[src/rtl/sfft_r4_frame_ctrl_if.sv]
// Sample stream and interconnect bus for the radix-4 SFFT frame controller.
// A beat occurs on any cycle where s_valid and s_ready are both high; s_valid
// may be raised without waiting for s_ready, and s_ready never depends on s_valid.
interface sfft_r4_frame_ctrl_if #(
  parameter int SIZE_BUFFER   = 4,
  parameter int DATA_FFT_SIZE = 16
);
  logic [DATA_FFT_SIZE-1:0] s_data_i;
  logic [DATA_FFT_SIZE-1:0] s_data_q;
  logic                     s_valid;
  logic                     s_ready;
  logic [DATA_FFT_SIZE-1:0] ic_data_i;
  logic [DATA_FFT_SIZE-1:0] ic_data_q;
  logic                     ic_valid;
  logic [SIZE_BUFFER:0]     ic_counter_data;
  logic                     ic_done_n;
  logic                     ic_reset;

  modport master (
    output s_data_i, s_data_q, s_valid, ic_done_n,
    input  s_ready, ic_data_i, ic_data_q, ic_valid, ic_counter_data, ic_reset
  );

  modport slave (
    input  s_data_i, s_data_q, s_valid, ic_done_n,
    output s_ready, ic_data_i, ic_data_q, ic_valid, ic_counter_data, ic_reset
  );
endinterface

[src/rtl/sfft_r4_frame_ctrl.sv]
// Frame controller: collects NFFT samples into the interconnect, waits for its
// drain-complete pulse, and supervises stop/abort/timeout behaviour.
module sfft_r4_frame_ctrl #(
  parameter int SIZE_BUFFER   = 4,
  parameter int DATA_FFT_SIZE = 16,
  parameter int DRAIN_TIMEOUT = 256
) (
  input  logic                      clk,
  input  logic                      reset,
  input  logic                      start,
  input  logic                      stop,
  input  logic                      abort,
  input  logic                      fault_clr,
  sfft_r4_frame_ctrl_if.slave       bus,
  output logic                      busy,
  output logic                      frame_done,
  output logic [15:0]               frame_cnt,
  output logic                      fault,
  output logic                      seq_err,
  output logic [1:0]                dbg_state_o
);

  localparam logic [1:0] IDLE    = 2'b00;
  localparam logic [1:0] COLLECT = 2'b01;
  localparam logic [1:0] DRAIN   = 2'b10;
  localparam logic [1:0] FAULT   = 2'b11;

  localparam int                    WD_W     = $clog2(DRAIN_TIMEOUT) + 1;
  localparam logic [WD_W-1:0]       WD_LAST  = WD_W'(DRAIN_TIMEOUT - 1);
  localparam logic [SIZE_BUFFER-1:0] IDX_LAST = '1;

  logic                   rst_sync_n_q;
  logic [1:0]             state_q, state_d;
  logic [SIZE_BUFFER-1:0] idx_q, idx_d;
  logic [WD_W-1:0]        wd_q, wd_d;
  logic                   stop_pend_q, stop_pend_d;
  logic [15:0]            frame_cnt_q, frame_cnt_d;
  logic                   fault_q, fault_d;
  logic                   seq_err_q, seq_err_d;
  logic                   frame_done_q, frame_done_d;
  logic                   ic_reset_q, ic_reset_d;
  logic                   beat;
  logic                   done;

  // Assertion is immediate; release is retimed by one flop so the second
  // rising edge after reset=1 is the first one that moves the FSM.
  always_ff @(posedge clk or negedge reset) begin
    if (!reset) rst_sync_n_q <= 1'b0;
    else        rst_sync_n_q <= 1'b1;
  end

  assign bus.s_ready         = (state_q == COLLECT);
  assign beat                = bus.s_valid & bus.s_ready;
  assign bus.ic_valid        = beat;
  assign bus.ic_data_i       = bus.s_data_i;
  assign bus.ic_data_q       = bus.s_data_q;
  assign bus.ic_counter_data = {1'b0, idx_q};
  assign bus.ic_reset        = ic_reset_q;
  assign done                = ~bus.ic_done_n;

  assign busy        = (state_q != IDLE);
  assign frame_done  = frame_done_q;
  assign frame_cnt   = frame_cnt_q;
  assign fault       = fault_q;
  assign seq_err     = seq_err_q;
  assign dbg_state_o = state_q;

  always_comb begin
    state_d      = state_q;
    idx_d        = idx_q;
    wd_d         = wd_q;
    stop_pend_d  = stop_pend_q;
    frame_cnt_d  = frame_cnt_q;
    fault_d      = fault_q;
    frame_done_d = 1'b0;
    ic_reset_d   = 1'b0;
    seq_err_d    = seq_err_q | (done & (state_q != DRAIN));
    if (fault_clr) seq_err_d = 1'b0;

    if (abort && (state_q != FAULT)) begin
      state_d     = IDLE;
      idx_d       = '0;
      wd_d        = '0;
      stop_pend_d = 1'b0;
      ic_reset_d  = 1'b1;
    end else begin
      case (state_q)
        IDLE: begin
          if (start) begin
            state_d = COLLECT;
            idx_d   = '0;
          end
        end
        COLLECT: begin
          if (stop) stop_pend_d = 1'b1;
          if (beat) begin
            if (idx_q == IDX_LAST) begin
              idx_d   = '0;
              wd_d    = '0;
              state_d = DRAIN;
            end else begin
              idx_d = idx_q + 1'b1;
            end
          end
        end
        DRAIN: begin
          if (stop) stop_pend_d = 1'b1;
          wd_d = wd_q + 1'b1;
          // Completion is checked first so it wins over a coincident timeout.
          if (done) begin
            frame_done_d = 1'b1;
            frame_cnt_d  = frame_cnt_q + 16'd1;
            state_d      = (stop_pend_q | stop) ? IDLE : COLLECT;
            stop_pend_d  = 1'b0;
            wd_d         = '0;
            idx_d        = '0;
          end else if (wd_q == WD_LAST) begin
            state_d = FAULT;
            fault_d = 1'b1;
            wd_d    = '0;
          end
        end
        FAULT: begin
          if (fault_clr) begin
            state_d    = IDLE;
            fault_d    = 1'b0;
            ic_reset_d = 1'b1;
          end
        end
        default: state_d = IDLE;
      endcase
    end
  end

  always_ff @(posedge clk or negedge rst_sync_n_q) begin
    if (!rst_sync_n_q) begin
      state_q      <= IDLE;
      idx_q        <= '0;
      wd_q         <= '0;
      stop_pend_q  <= 1'b0;
      frame_cnt_q  <= 16'd0;
      fault_q      <= 1'b0;
      seq_err_q    <= 1'b0;
      frame_done_q <= 1'b0;
      ic_reset_q   <= 1'b0;
    end else begin
      state_q      <= state_d;
      idx_q        <= idx_d;
      wd_q         <= wd_d;
      stop_pend_q  <= stop_pend_d;
      frame_cnt_q  <= frame_cnt_d;
      fault_q      <= fault_d;
      seq_err_q    <= seq_err_d;
      frame_done_q <= frame_done_d;
      ic_reset_q   <= ic_reset_d;
    end
  end

endmodule

[src/flat_wrapper.sv]
// flat-port wrapper written by rule: the top's interface ports become plain ports
module sfft_r4_frame_ctrl_flat 
#(
  parameter int SIZE_BUFFER   = 4,
  parameter int DATA_FFT_SIZE = 16,
  parameter int DRAIN_TIMEOUT = 256
)
  (clk, reset, start, stop, abort, fault_clr, busy, frame_done, frame_cnt, fault, seq_err, dbg_state_o, bus_s_data_i, bus_s_data_q, bus_s_valid, bus_ic_done_n, bus_s_ready, bus_ic_data_i, bus_ic_data_q, bus_ic_valid, bus_ic_counter_data, bus_ic_reset);
  sfft_r4_frame_ctrl_if #(.SIZE_BUFFER(SIZE_BUFFER), .DATA_FFT_SIZE(DATA_FFT_SIZE)) bus_i ();
  input  logic clk;
  input  logic reset;
  input  logic start;
  input  logic stop;
  input  logic abort;
  input  logic fault_clr;
  output logic busy;
  output logic frame_done;
  output logic [15:0] frame_cnt;
  output logic fault;
  output logic seq_err;
  output logic [1:0] dbg_state_o;
  input wire logic [$bits(bus_i.s_data_i)-1:0] bus_s_data_i;
  input wire logic [$bits(bus_i.s_data_q)-1:0] bus_s_data_q;
  input wire logic [$bits(bus_i.s_valid)-1:0] bus_s_valid;
  input wire logic [$bits(bus_i.ic_done_n)-1:0] bus_ic_done_n;
  output wire logic [$bits(bus_i.s_ready)-1:0] bus_s_ready;
  output wire logic [$bits(bus_i.ic_data_i)-1:0] bus_ic_data_i;
  output wire logic [$bits(bus_i.ic_data_q)-1:0] bus_ic_data_q;
  output wire logic [$bits(bus_i.ic_valid)-1:0] bus_ic_valid;
  output wire logic [$bits(bus_i.ic_counter_data)-1:0] bus_ic_counter_data;
  output wire logic [$bits(bus_i.ic_reset)-1:0] bus_ic_reset;
  assign bus_i.s_data_i = bus_s_data_i;
  assign bus_i.s_data_q = bus_s_data_q;
  assign bus_i.s_valid = bus_s_valid;
  assign bus_i.ic_done_n = bus_ic_done_n;
  assign bus_s_ready = bus_i.s_ready;
  assign bus_ic_data_i = bus_i.ic_data_i;
  assign bus_ic_data_q = bus_i.ic_data_q;
  assign bus_ic_valid = bus_i.ic_valid;
  assign bus_ic_counter_data = bus_i.ic_counter_data;
  assign bus_ic_reset = bus_i.ic_reset;
  sfft_r4_frame_ctrl #(.SIZE_BUFFER(SIZE_BUFFER), .DATA_FFT_SIZE(DATA_FFT_SIZE), .DRAIN_TIMEOUT(DRAIN_TIMEOUT)) u_core (.clk(clk), .reset(reset), .start(start), .stop(stop), .abort(abort), .fault_clr(fault_clr), .bus(bus_i), .busy(busy), .frame_done(frame_done), .frame_cnt(frame_cnt), .fault(fault), .seq_err(seq_err), .dbg_state_o(dbg_state_o));
endmodule
[config.mk]
export PLATFORM = sky130hd
export DESIGN_NAME = sfft_r4_frame_ctrl_flat
export DESIGN_NICKNAME = d
export VERILOG_FILES = /design/src/rtl/sfft_r4_frame_ctrl_if.sv /design/src/rtl/sfft_r4_frame_ctrl.sv /design/src/flat_wrapper.sv
export SDC_FILE = /design/constraint.sdc
export NUM_CORES = 1
export LEC_CHECK = 0
export BUFFER_PORTS_ARGS = -buffer_cell sky130_fd_sc_hd__buf_2
export CORE_ASPECT_RATIO = 0.8
export CORE_MARGIN = 2
export CORE_UTILIZATION = 50
export DETAILED_ROUTE_END_ITERATION = 10
export PLACE_DENSITY = 0.89
export SLEW_MARGIN = 20
export SYNTH_ARGS = -nofsm -noshare
export SYNTH_HDL_FRONTEND = slang
export SYNTH_SLANG_ARGS = --single-unit
[constraint.sdc]
create_clock -name clk -period 3.1 [get_ports clk]
set_input_delay 0.31 -clock clk [delete_from_list [all_inputs] [get_ports clk]]
set_output_delay 0.31 -clock clk [all_outputs]
set_load 0.02 [all_outputs]
# Word level (Yosys, flattened, before mapping)
# Cells that the tools add are included.
# totals
inputBits	40
elab_cells	82
out_inout_bits	62
register_bits	37
# op_classes
mux	36
add_sub_neg	3
bitwise_logic	6
reduce_logical	11
eq_ne	16
# ops
op	count
9-bit two-way mux	5
4-bit two-way mux	5
9-bit case mux with 2 select lines	1
16-bit by 1-bit adder with 16-bit output (second input constant)	1
1-bit two-way mux	14
2-bit two-way mux	7
4-bit case mux with 3 select lines	1
5-bit AND reduction	2
9-bit by 1-bit adder with 9-bit output (second input constant)	1
9-bit by 8-bit equality test with 1-bit output (second input constant)	1
3-bit by 2-bit inequality test with 1-bit output (second input constant)	3
2-bit inequality test (second input constant)	4
2-bit case mux with 4 select lines	1
3-bit inequality test (second input constant)	2
3-bit AND reduction	2
4-bit by 1-bit adder with 4-bit output (second input constant)	1
2-bit equality test (second input constant)	2
4-bit equality test (second input constant)	1
4-bit by 2-bit inequality test with 1-bit output (second input constant)	1
1-bit case mux with 2 select lines	2
4-bit AND reduction	1
2-bit nonzero test	2
4-bit nonzero test	1
3-bit nonzero test	1
other kinds (7)	10

# Longest topological paths before layout
# Gate-level depths: netlist of the first run.
# logic_depth
ltp_word	5
ltp_mapped	7
depth_no_buf	5

# Worst setup path before layout of the first run
# OpenSTA, ideal clock, no wires.
# synth_timing
path_kind	register to register
startpoint	reg u_core.state_q[1] (netlist: u_core.dbg_state_o[1])
endpoint	reg u_core.frame_cnt_q[12] (netlist: u_core.frame_cnt[12])
period_less_slack_ps	1894
path_slack_ps	1206
setup_ps	129
stages_incl_launch_ff	7
arrival_ps	1765
t_required_ps	2971
path_cell_list	dfrtp_1 -> buf_4 -> or4b_1 -> buf_2 -> nor4_4 -> nand4_1 -> xnor2_1
# synth_via
elab_chain_cells	4
word_cells_on_any_way	5
classes_between	eq/ne: 2; bitwise: 1; reduce/logical: 2
# synth_rtl
item	line	rtl
from (decl)	sfft_r4_frame_ctrl.sv:33	logic [1:0] state_q, state_d;
from (signal assigned)	sfft_r4_frame_ctrl.sv:147	state_q <= state_d;
2-bit inequality test	sfft_r4_frame_ctrl.sv:80	if (abort && (state_q != FAULT)) begin
1-bit logical AND	sfft_r4_frame_ctrl.sv:80	
1-bit NOT (no source line)	-	
3-bit AND reduction (no source line) *	-	
to (signal assigned)	sfft_r4_frame_ctrl.sv:151	frame_cnt_q <= frame_cnt_d;
to (decl)	sfft_r4_frame_ctrl.sv:37	logic [15:0] frame_cnt_q, frame_cnt_d;
# Every way passes the cells marked *; elsewhere a longest branch is shown, timed or not.
# A chain may end at the register's enable or synchronous reset.

# Worst setup path after layout of the first run
# Same ends and word-level chain as after synthesis.

==> results.md, run 1 <==
- Global-route wire length before repair: 6389 um
- Number of diodes: 0
- Total track usage: ~17%
- Net switching power figure: between 0.4 and 0.5 mW
- HPWL after DPL: 2753 um
- Initial core utilization: 51.87%
- FFs w/ async S/R, synth: between 90% and 100%
- Rows: 21
- Post-synth design cell area: roughly 2200 um^2
- PostCTS Resize Cnt: 0
- H-tree lvl count: 2
- Vias in the first global route: roughly 1500
- Yosys reg bits: 37
- Leak pwr: 1.134 nW
- Pre-CTS WS: 1.014 ns
- Starting DRC count in detailed routing: slightly below 80
- Initial antenna violation count: 0
- Synth warn: 0
- Clk slew on worst S/H paths: 0.08 ns
- Most common flop cell mapped by yosys: dfrtp_1
- IO Pins: 102
- Internal power: 0.8254 mW
- Die area: 4851 um^2
- Largest net degree at the start of global routing: 37
- Placeable Area: roughly 4200 um^2
- Total negative setup slack: 0 ns
- Fin crit period: approximately 2.1 ns
- CP cell instances: or4b_1, nor4_4, nand4_1, xnor2_1
- Final critical-path share of the clock period: 67.48%
- Router iterations before antenna repair: 4
- GRT overflow: 0
- Worst Skew: ~0.0066 ns
- Worst-Skew Late Latency: between 0.2 and 0.3 ns
- Worst Tran Pin Value: 0.5877 ns
- Crit path DAT: 2.28 ns
- Num CTS Buffers: 5
- Worst path slowest cell: dfrtp_1
- CP required: around 3.3 ns
- Nets: 271
- Clk sinks: 37
- Slew Limit Headroom: approximately three fifths
- Fin. Hold Viols: 0
- Sequential Power Share: between 40% and 50%
- Startpoint Class: flop
- CTS tree: yes
- Synth unique cells: 46
- Unrepaired setup endpoints after global routing: false
- Layout cells sized above 1: 25.33%
- Via density: around 5.6
- Most frequent cells in the layout: dfrtp_1, buf_2, nand2_1
- Combinational power share: 27.5%
- Max-Cap Viols: 0
- Routed WL per cell: 13.24 um
- Post-layout util: a little over half
- CP max FO: 20
- Die height: 62.70 um
- Final worst slack: approximately 1.0 ns
- Fmax: 478.0 MHz
- Slew Limit Fails: 0
- Antenna violation net count after detailed routing: 0
- Commonest non-fill, non-tap cell in the layout: dfrtp_1
- Area grow syn2layout: 3.719%
- Mapped Nets: about 260
- Register area share after synthesis: 43.00%
- Status: finished, final reports clean
- RD Place Congestion: 0.7840
- PD cells: about 580 nW/um^2
- PortBufs: 36
- # DRC: 0
- Worst vdd ir: 0.0005105 V
- Root buffer cell: clkbuf_8
- Final setup fails: 0
- Die width: between 70 and 80 um
- Crit Path Class: reg -> reg
- CP peak stage delay: 0.67 ns
- Top cells by area, synth: dfrtp_1, buf_4, nand2_1, xnor2_1, xor2_1
- Vias: 1600
- Mapped Cells: 221
- Clk buf depth: 2
- CP endpoint kind: flop
- Leading area contributor after synthesis: dfrtp_1
- Worst Hold Class: in -> reg
- Switching portion of total power: 36.40%
- Drt total wl: 3786 um
- Fill count: 389
- Clock Power Share: 25.2%
- Yosys top cell area share: a little over two fifths
- Post-synth EDFFs: 0
- Syn avg cell area: around 9.7 um^2
## metrics by stage
stage,power [mW],instances,hold WS [ns],area [um^2]
finish,1.298,286,0.2668,2233
CTS,1.308,286,0.2407,2233
floorplan,0.9361,221,0.01441,2153
global route,1.380,286,0.2608,2233
global placement,0.9659,277,0.08448,2141
detailed placement,0.9811,277,0.08562,2141
## kinds of logic (layout without fill, tap and decap cells)
kind of cell / Yosys count / in the layout / synth area share, %
and+or+nand+nor: 84 / 84 / 22.25
DFF: 37 / 37 / 43.00
buffers and inverters: 44 / 52 / 13.71
other: 2 / 2 / 0.3488
muxes: 5 / 5 / 2.498
adders and majority gates: 3 / 3 / 1.743
xor gates and xnor gates: 15 / 15 / 6.101
AOI/OAI and AO/OA: 31 / 31 / 10.34
## sequential cells by signal, indices dropped and copies added, names as in the netlist
register and count:
u_core.frame_done 1, u_core.dbg_state_o 2, u_core.rst_sync_n_q 1, u_core.fault 1, u_core.bus.ic_reset 1, u_core.seq_err 1, u_core.wd_q 9, u_core.frame_cnt 16
u_core.idx_q 4, u_core.stop_pend_q 1
## cell usage after synthesis (2+ instances only)
cell type / n
and4_1: 4
a21oi_1: 5
o22a_1: 2
a22o_1: 2
nor2_1: 14
a211o_1: 3
dfrtp_1: 37
clkbuf_1: 3
xnor2_1: 8
conb_1: 2
and3_1: 4
o21a_1: 2
nor3_2: 2
o21ai_0: 7
inv_1: 5
a31oi_1: 2
xor2_1: 7
nor3b_1: 2
nor3_1: 8
mux2_2: 3
mux2i_1: 2
nand3_1: 9
buf_4: 34
ha_1: 3
nand4_1: 3
nor2b_1: 5
nand2_1: 24
## area by class of cell
type                            count  area [um^2]  area share [%]
Multi-Input combinational cell    140        932.1           41.74
Clock buffer                        6        72.57           3.249
Inverter                            6        23.77           1.064
Timing Repair Buffer               38        197.7           8.852
Sequential cell                    37        925.9           41.46
Clock inverter                      2        10.01          0.4482
Tap cell                           57        71.32           3.193
## power groups by stage
stage	Clock, mW	Combinational (mW)	Sequential [mW]
2_1_floorplan	0	0.300	0.636
3_3_place_gp	0	0.351	0.615
3_5_place_dp	0	0.360	0.621
4_1_cts	0.336	0.361	0.612
5_1_grt	0.356	0.399	0.625
6_report	0.327	0.357	0.613
## critical path, delay by kind of cell, from the launching register on
| kind | cells | cell delay (ns) |
|---|---|---|
| and+or+nand+nor | 3 | 1.18 |
| xor gates and xnor gates | 1 | 0.14 |
| DFF | 1 | 0.67 |
## routing by layer
layer | global-route usage, % | part of all wire (%) | wire length (um) | vias up
li1 | - | - | - | 751
met1 | 22.02 | 47 | 1779 | 772
met2 | 25.11 | 44 | 1656 | 64
met3 | 4.624 | 7.3 | 276 | 13
met4 | 8.036 | 2.0 | 74 | 0
met5 | 0 | 0 | 0 | -
## path summary, 6_finish.rpt
path	from	to	slack [ns]	depth (start not counted)
worst max-delay path	u_core.dbg_state_o[1]$_DFFE_PN0P_	u_core.frame_cnt[12]$_DFFE_PN0P_	1.01	4
worst min-delay path	fault_clr	u_core.seq_err$_DFF_PN0_	0.27	2
worst max register to register	u_core.dbg_state_o[1]$_DFFE_PN0P_	u_core.frame_cnt[12]$_DFFE_PN0P_	1.01	4
worst min register to register	u_core.rst_sync_n_q$_DFF_PN0_	u_core.frame_cnt[8]$_DFFE_PN0P_	0.28	1
max in group asynchronous	u_core.rst_sync_n_q$_DFF_PN0_	u_core.wd_q[7]$_DFFE_PN0P_	2.51	1
min in group asynchronous	u_core.rst_sync_n_q$_DFF_PN0_	u_core.frame_cnt[8]$_DFFE_PN0P_	0.28	1
## repair_timing
action / 4_1_cts / 5_1_grt
hold buffers: 1 / 0
setup buffers: 0 / 0
hold endpoints to repair: 1 / 0
Note: power is estimated with default switching activity, not from simulation.
==> run 2, diff against run 1 <==
- CORE_UTILIZATION: 50 -> 46
- PLACE_DENSITY: 0.89 -> 0.83
- clock period: 3.1 -> 2.1 ns (I/O delays scaled with it)
==> run 2 against run 1 <==
Net effect: first-iteration DRC count shrank 45%; largest cell class unchanged; global-route usage is 0.19 points higher; non-clock buffer count rose by 4; register-to-register slack lost 0.77 ns; via count is 2.0% lower; fmax rose by 12%; sequential share of layout area decreased by 1.2 points; die area up 8.2%.
==> results.md, run 2 (synthesized netlist as in run 1, its figures left out) <==
- Status: finished, final reports clean (unchanged)
- Num CTS Buffers: 5 (unchanged)
- CP endpoint kind: flop (unchanged)
- Layout cells sized above 1: 26.61% (was 25.33%)
- PD cells: 919.3 nW/um^2 (was 581.1 nW/um^2)
- Via density: 5.352 (was 5.594)
- Worst Hold Class: in -> reg (unchanged)
- Die width: 80.50 um (was 77.37 um)
- Unrepaired setup endpoints after global routing: false (unchanged)
- Crit path DAT: 2.07 ns (was 2.28 ns)
- Number of diodes: 0 (unchanged)
- Placeable Area: 4542 um^2 (was 4151 um^2)
- Total track usage: 16.78% (was 16.60%)
- Clk sinks: 37 (unchanged)
- GRT overflow: 0 (unchanged)
- Fmax: 537.7 MHz (was 478.0 MHz)
- Final critical-path share of the clock period: 88.56% (was 67.48%)
- Routed WL per cell: 13.87 um (was 13.24 um)
- Initial core utilization: 47.41% (was 51.87%)
- Die area: 5248 um^2 (was 4851 um^2)
- Leak pwr: 1.168 nW (was 1.134 nW)
- Worst-Skew Late Latency: 0.29 ns (about the same)
- Die height: 65.20 um (was 62.70 um)
- Fill count: 434 (was 389)
- Rows: 22 (was 21)
- CP required: 2.31 ns (was 3.29 ns)
- Post-CTS Setup Bufs: 0 (unchanged)
- Router iterations before antenna repair: 4 (unchanged)
- PostCTS Resize Cnt: 0 (unchanged)
- Crit Path Class: reg -> reg (unchanged)
- Fin. Hold Viols: 0 (unchanged)
- Max reg flops: 16 (unchanged)
- Fin crit period: 1.860 ns (was 2.092 ns)
- Antenna violation net count after detailed routing: 0 (unchanged)
- PortBufs: 36 (unchanged)
- Commonest non-fill, non-tap cell in the layout: dfrtp_1 (unchanged)
- Nets: 275 (was 271)
- # DRC: 0 (unchanged)
- Root buffer cell: clkbuf_8 (unchanged)
- Startpoint Class: flop (unchanged)
- HPWL after DPL: 2968 um (was 2753 um)
- Final setup fails: 0 (unchanged)
- Slew Limit Fails: 0 (unchanged)
- Global-route wire length before repair: 6858 um (was 6389 um)
- CTS Hold Bufs: 1 (unchanged)
- H-tree lvl count: 2 (unchanged)
- IO Pins: 102 (unchanged)
- Vias in the first global route: 1441 (was 1464)
- Largest net degree at the start of global routing: 37 (unchanged)
- CP max FO: 7 (was 20)
- Worst Skew: 0.005679 ns (was 0.006645 ns)
- Total negative setup slack: 0 ns (unchanged)
- Vias: 1568 (was 1600)
- Post-layout util: 50.66% (was 53.80%)
- Clk slew on worst S/H paths: 0.07 ns (was 0.08 ns)
- Max-Cap Viols: 0 (unchanged)
- Final hold slack: 0.1423 ns (was 0.2668 ns)
- Initial antenna violation count: 0 (unchanged)
- Worst vdd ir: 0.0005937 V (was 0.0005105 V)
- Starting DRC count in detailed routing: 42 (was 77)
- CTS tree: yes (unchanged)
- Drt total wl: 4065 um (was 3786 um)
- Clk buf depth: 2 (unchanged)
- Area grow syn2layout: 6.857% (was 3.719%)
- RD Place Congestion: 0.8895 (was 0.7840)
- Most frequent cells in the layout: dfrtp_1, buf_2, nand2_1 (unchanged)
==> run 2: cell types whose count changed in the layout (fill, tap and decap cells not counted), sizes merged <==
cell	previous run	this run
bufinv	0	1
clkbuf	6	7
buf	37	41
clkinv	3	1
==> run 2: metal layers <==
layer | wire [um] | vias to the layer above | track usage (%)
met4 | 38 | 0 | 5.720
met3 | 233 | 7 | 4.808
li1 | - | 754 | -
met1 | 1919 | 760 | 22.13
met2 | 1873 | 47 | 26.56
met5 | 0 | - | 0
==> run 2: layout make-up <==
| class | count | area, um^2 | share of cell area [%] |
|---|---|---|---|
| Inverter | 6 | 23.77 | 1.033 |
| Tap cell | 60 | 75.07 | 3.263 |
| Sequential cell | 37 | 925.9 | 40.24 |
| Timing Repair Buffer | 42 | 227.7 | 9.897 |
| Multi-Input combinational cell | 140 | 932.1 | 40.51 |
| Clock inverter | 1 | 30.03 | 1.305 |
| Clock buffer | 7 | 86.33 | 3.752 |
==> run 2: final timing paths <==
kind	from	to	slack, ns	cells past startpoint
setup reg to reg	u_core.dbg_state_o[0]$_DFFE_PN0P_	u_core.frame_cnt[13]$_DFFE_PN0P_	0.24	5
hold / removal	fault_clr	u_core.seq_err$_DFF_PN0_	0.14	2
setup / recovery	u_core.dbg_state_o[0]$_DFFE_PN0P_	u_core.frame_cnt[13]$_DFFE_PN0P_	0.24	5
min in group asynchronous	reset	u_core.rst_sync_n_q$_DFF_PN0_	0.21	2
hold reg to reg	u_core.rst_sync_n_q$_DFF_PN0_	u_core.frame_cnt[10]$_DFFE_PN0P_	0.29	1
max in group asynchronous	u_core.rst_sync_n_q$_DFF_PN0_	u_core.idx_q[0]$_DFFE_PN0P_	1.48	1
==> run 2: through the flow <==
step	instances	area, um^2	power, mW	setup slack, ns
after floorplan	221	2153	1.382	0.2059
after global placement	284	2175	1.481	0.3108
after CTS	293	2301	2.133	0.2192
final	293	2301	2.115	0.2403
after detailed placement	284	2175	1.490	0.2284
after global routing	293	2301	2.236	0.1336
==> run 2: critical path, stage by stage, from the launching register on <==
cell and delay [ns]:
dfrtp_1 0.37, or4b_1 0.68, clkinv_2 0.15, nand4_4 0.18, nor3b_2 0.22, xor2_1 0.19
==> run 2: where the power goes <==
| group | switching, mW | internal [mW] |
|---|---|---|
| clock network | 0.248 | 0.387 |
| logic | 0.387 | 0.245 |
| registers | 0.0703 | 0.779 |
| total | 0.705 | 1.41 |
==> run 3, diff against run 2 <==
- CAP_MARGIN: default -> 20
- PLACE_DENSITY: 0.83 -> 0.78
==> run 3 against run 2 <==
Net effect: utilization shrank 0.28 points; sequential share of layout area is 0.22 points higher; total power down 1.7%; first-iteration DRC count grew 140%; global-route usage increased by 0.24 points; final area decreased by 0.54%; sequential cell count unchanged; largest cell class unchanged; largest power group unchanged.
==> results.md, run 3 (synthesized netlist as in run 1, its figures left out) <==
- Status: finished, final reports clean (unchanged)
- PD cells: 908.9 nW/um^2 (was 919.3 nW/um^2)
- Largest net degree at the start of global routing: 37 (unchanged)
- Max reg flops: 16 (unchanged)
- Most frequent cells in the layout: dfrtp_1, buf_2, nand2_1 (unchanged)
- PortBufs: 36 (unchanged)
- CP endpoint kind: flop (unchanged)
- IO Pins: 102 (unchanged)
- Global-route wire length before repair: 6872 um (was 6858 um)
- Vias in the first global route: 1486 (was 1441)
- Via density: 5.291 (was 5.352)
- Final critical-path share of the clock period: 87.06% (was 88.56%)
- Fin. Hold Viols: 0 (unchanged)
- Crit path DAT: 2.04 ns (was 2.07 ns)
- Starting DRC count in detailed routing: 100 (was 42)
- CP top delay family: simple AND/OR/NAND/NOR gates (unchanged)
- HPWL after DPL: 2917 um (was 2968 um)
- Worst vdd ir: 0.0005986 V (was 0.0005937 V)
- CP required: 2.32 ns (was 2.31 ns)
- Final Cell Area: 2288 um^2 (was 2301 um^2)
- Final hold slack: 0.1500 ns (was 0.1423 ns)
- Vias: 1545 (was 1568)
- Placed cells: 284 (unchanged)
- Fin crit period: 1.828 ns (was 1.860 ns)
- Post-layout util: 50.39% (was 50.66%)
- Routed WL per cell: 13.88 um (was 13.87 um)
- Clk buf depth: 2 (unchanged)
- Worst Hold Class: in -> reg (unchanged)
- Rows: 22 (unchanged)
- Worst path slowest cell: or4b_1 (unchanged)
- Layout cells sized above 1: 26.72% (was 26.61%)
- Nets: 275 (unchanged)
- Total negative setup slack: 0 ns (unchanged)
- GRT overflow: 0 (unchanged)
- Total track usage: 17.02% (was 16.78%)
- Sequential Power Share: 40.9% (was 40.1%)
- Clock Power Share: 28.8% (was 30.0%)
- Internal power: 1.368 mW (was 1.410 mW)
- Startpoint Class: flop (unchanged)
- CP max FO: 7 (unchanged)
- Leak pwr: 1.163 nW (was 1.168 nW)
- CP peak stage delay: 0.67 ns (was 0.68 ns)
- Placeable Area: 4542 um^2 (unchanged)
- Commonest non-fill, non-tap cell in the layout: dfrtp_1 (unchanged)
- Area grow syn2layout: 6.275% (was 6.857%)
- Placed cell area: 2175 um^2 (unchanged)
- Drt total wl: 4054 um (was 4065 um)
- Combinational power share: 30.2% (was 29.9%)
- Worst Skew: 0.003776 ns (was 0.005679 ns)
- Fmax: 547.0 MHz (was 537.7 MHz)
- Router iterations before antenna repair: 4 (unchanged)
- H-tree lvl count: 2 (unchanged)
- Clk sinks: 37 (unchanged)
- Unrepaired setup endpoints after global routing: false (unchanged)
- Worst path bufs/invs: 1 (unchanged)
- Clk slew on worst S/H paths: 0.07 ns (about the same)
- Die area: 5248 um^2 (unchanged)
- Net switching power figure: 0.7119 mW (was 0.7050 mW)
- Die width: 80.50 um (unchanged)
- RD Place Congestion: 0.8508 (was 0.8895)
- Antenna violation net count after detailed routing: 0 (unchanged)
- PostCTS Resize Cnt: 0 (unchanged)
- Num CTS Buffers: 5 (unchanged)
- Worst-Skew Late Latency: 0.29 ns (about the same)
- Finished Layout Cells: 292 (was 293)
- CTS tree: yes (unchanged)
- Initial core utilization: 47.41% (unchanged)
- Die height: 65.20 um (unchanged)
- Final setup fails: 0 (unchanged)
- Number of diodes: 0 (unchanged)
- Switching portion of total power: 34.23% (was 33.33%)
- Slew Limit Fails: 0 (unchanged)
- # DRC: 0 (unchanged)
- Max-Cap Viols: 0 (unchanged)
- Initial antenna violation count: 0 (unchanged)
- Crit Path Class: reg -> reg (unchanged)
- CP cell instances: or4b_1, clkinv_2, nand4_4, nor3b_2, xor2_1 (unchanged)
- Root buffer cell: clkbuf_8 (unchanged)
[run 3: power groups by stage]
stage / sequential (mW) / combinational [mW] / clock [mW]
finish: 0.851 / 0.629 / 0.600
floorplan: 0.939 / 0.443 / 0
detailed placement: 0.866 / 0.629 / 0
CTS: 0.852 / 0.636 / 0.614
global route: 0.863 / 0.700 / 0.638
global placement: 0.859 / 0.618 / 0
[run 3: worst paths after layout]
check                                             startpoint                          endpoint  slack (ns)  cells past startpoint
min in group asynchronous                              reset     u_core.rst_sync_n_q$_DFF_PN0_        0.22                      2
max                        u_core.dbg_state_o[0]$_DFFE_PN0P_  u_core.frame_cnt[13]$_DFFE_PN0P_        0.27                      5
min                                                fault_clr          u_core.seq_err$_DFF_PN0_        0.15                      2
max in group asynchronous      u_core.rst_sync_n_q$_DFF_PN0_          u_core.seq_err$_DFF_PN0_        1.48                      1
min reg2reg                    u_core.rst_sync_n_q$_DFF_PN0_  u_core.frame_cnt[12]$_DFFE_PN0P_        0.29                      1
max reg2reg                u_core.dbg_state_o[0]$_DFFE_PN0P_  u_core.frame_cnt[13]$_DFFE_PN0P_        0.27                      5
[run 3: cell type report]
type,instances,area [um^2]
tap,60,75.07
inverter,6,23.77
clock inverter,2,35.03
clock buffer,5,68.82
multi-input combinational,140,932.1
timing repair buffer,42,227.7
sequential,37,925.9
fill,439,2253
[run 3: metal layers]
metal  vias to the layer above  share of wire, %  track usage (%)
li1                        748                 -                -
met1                       740                45            22.49
met2                        50                47            26.46
met3                         7               6.1            4.945
met4                         0               1.0            6.568
met5                         -                 0                0
[run 3: repair_timing]
item / 4_1_cts / 5_1_grt
hold buffers: 1 / 0
endpoints found under the hold margin: 1 / 0
setup buffers: 0 / 0
[run 3: stage by stage]
step	power [mW]	setup slack [ns]
2_1_floorplan	1.382	0.2059
3_3_place_gp	1.477	0.3047
3_5_place_dp	1.495	0.2633
4_1_cts	2.102	0.2418
5_1_grt	2.201	0.1489
6_report	2.080	0.2717
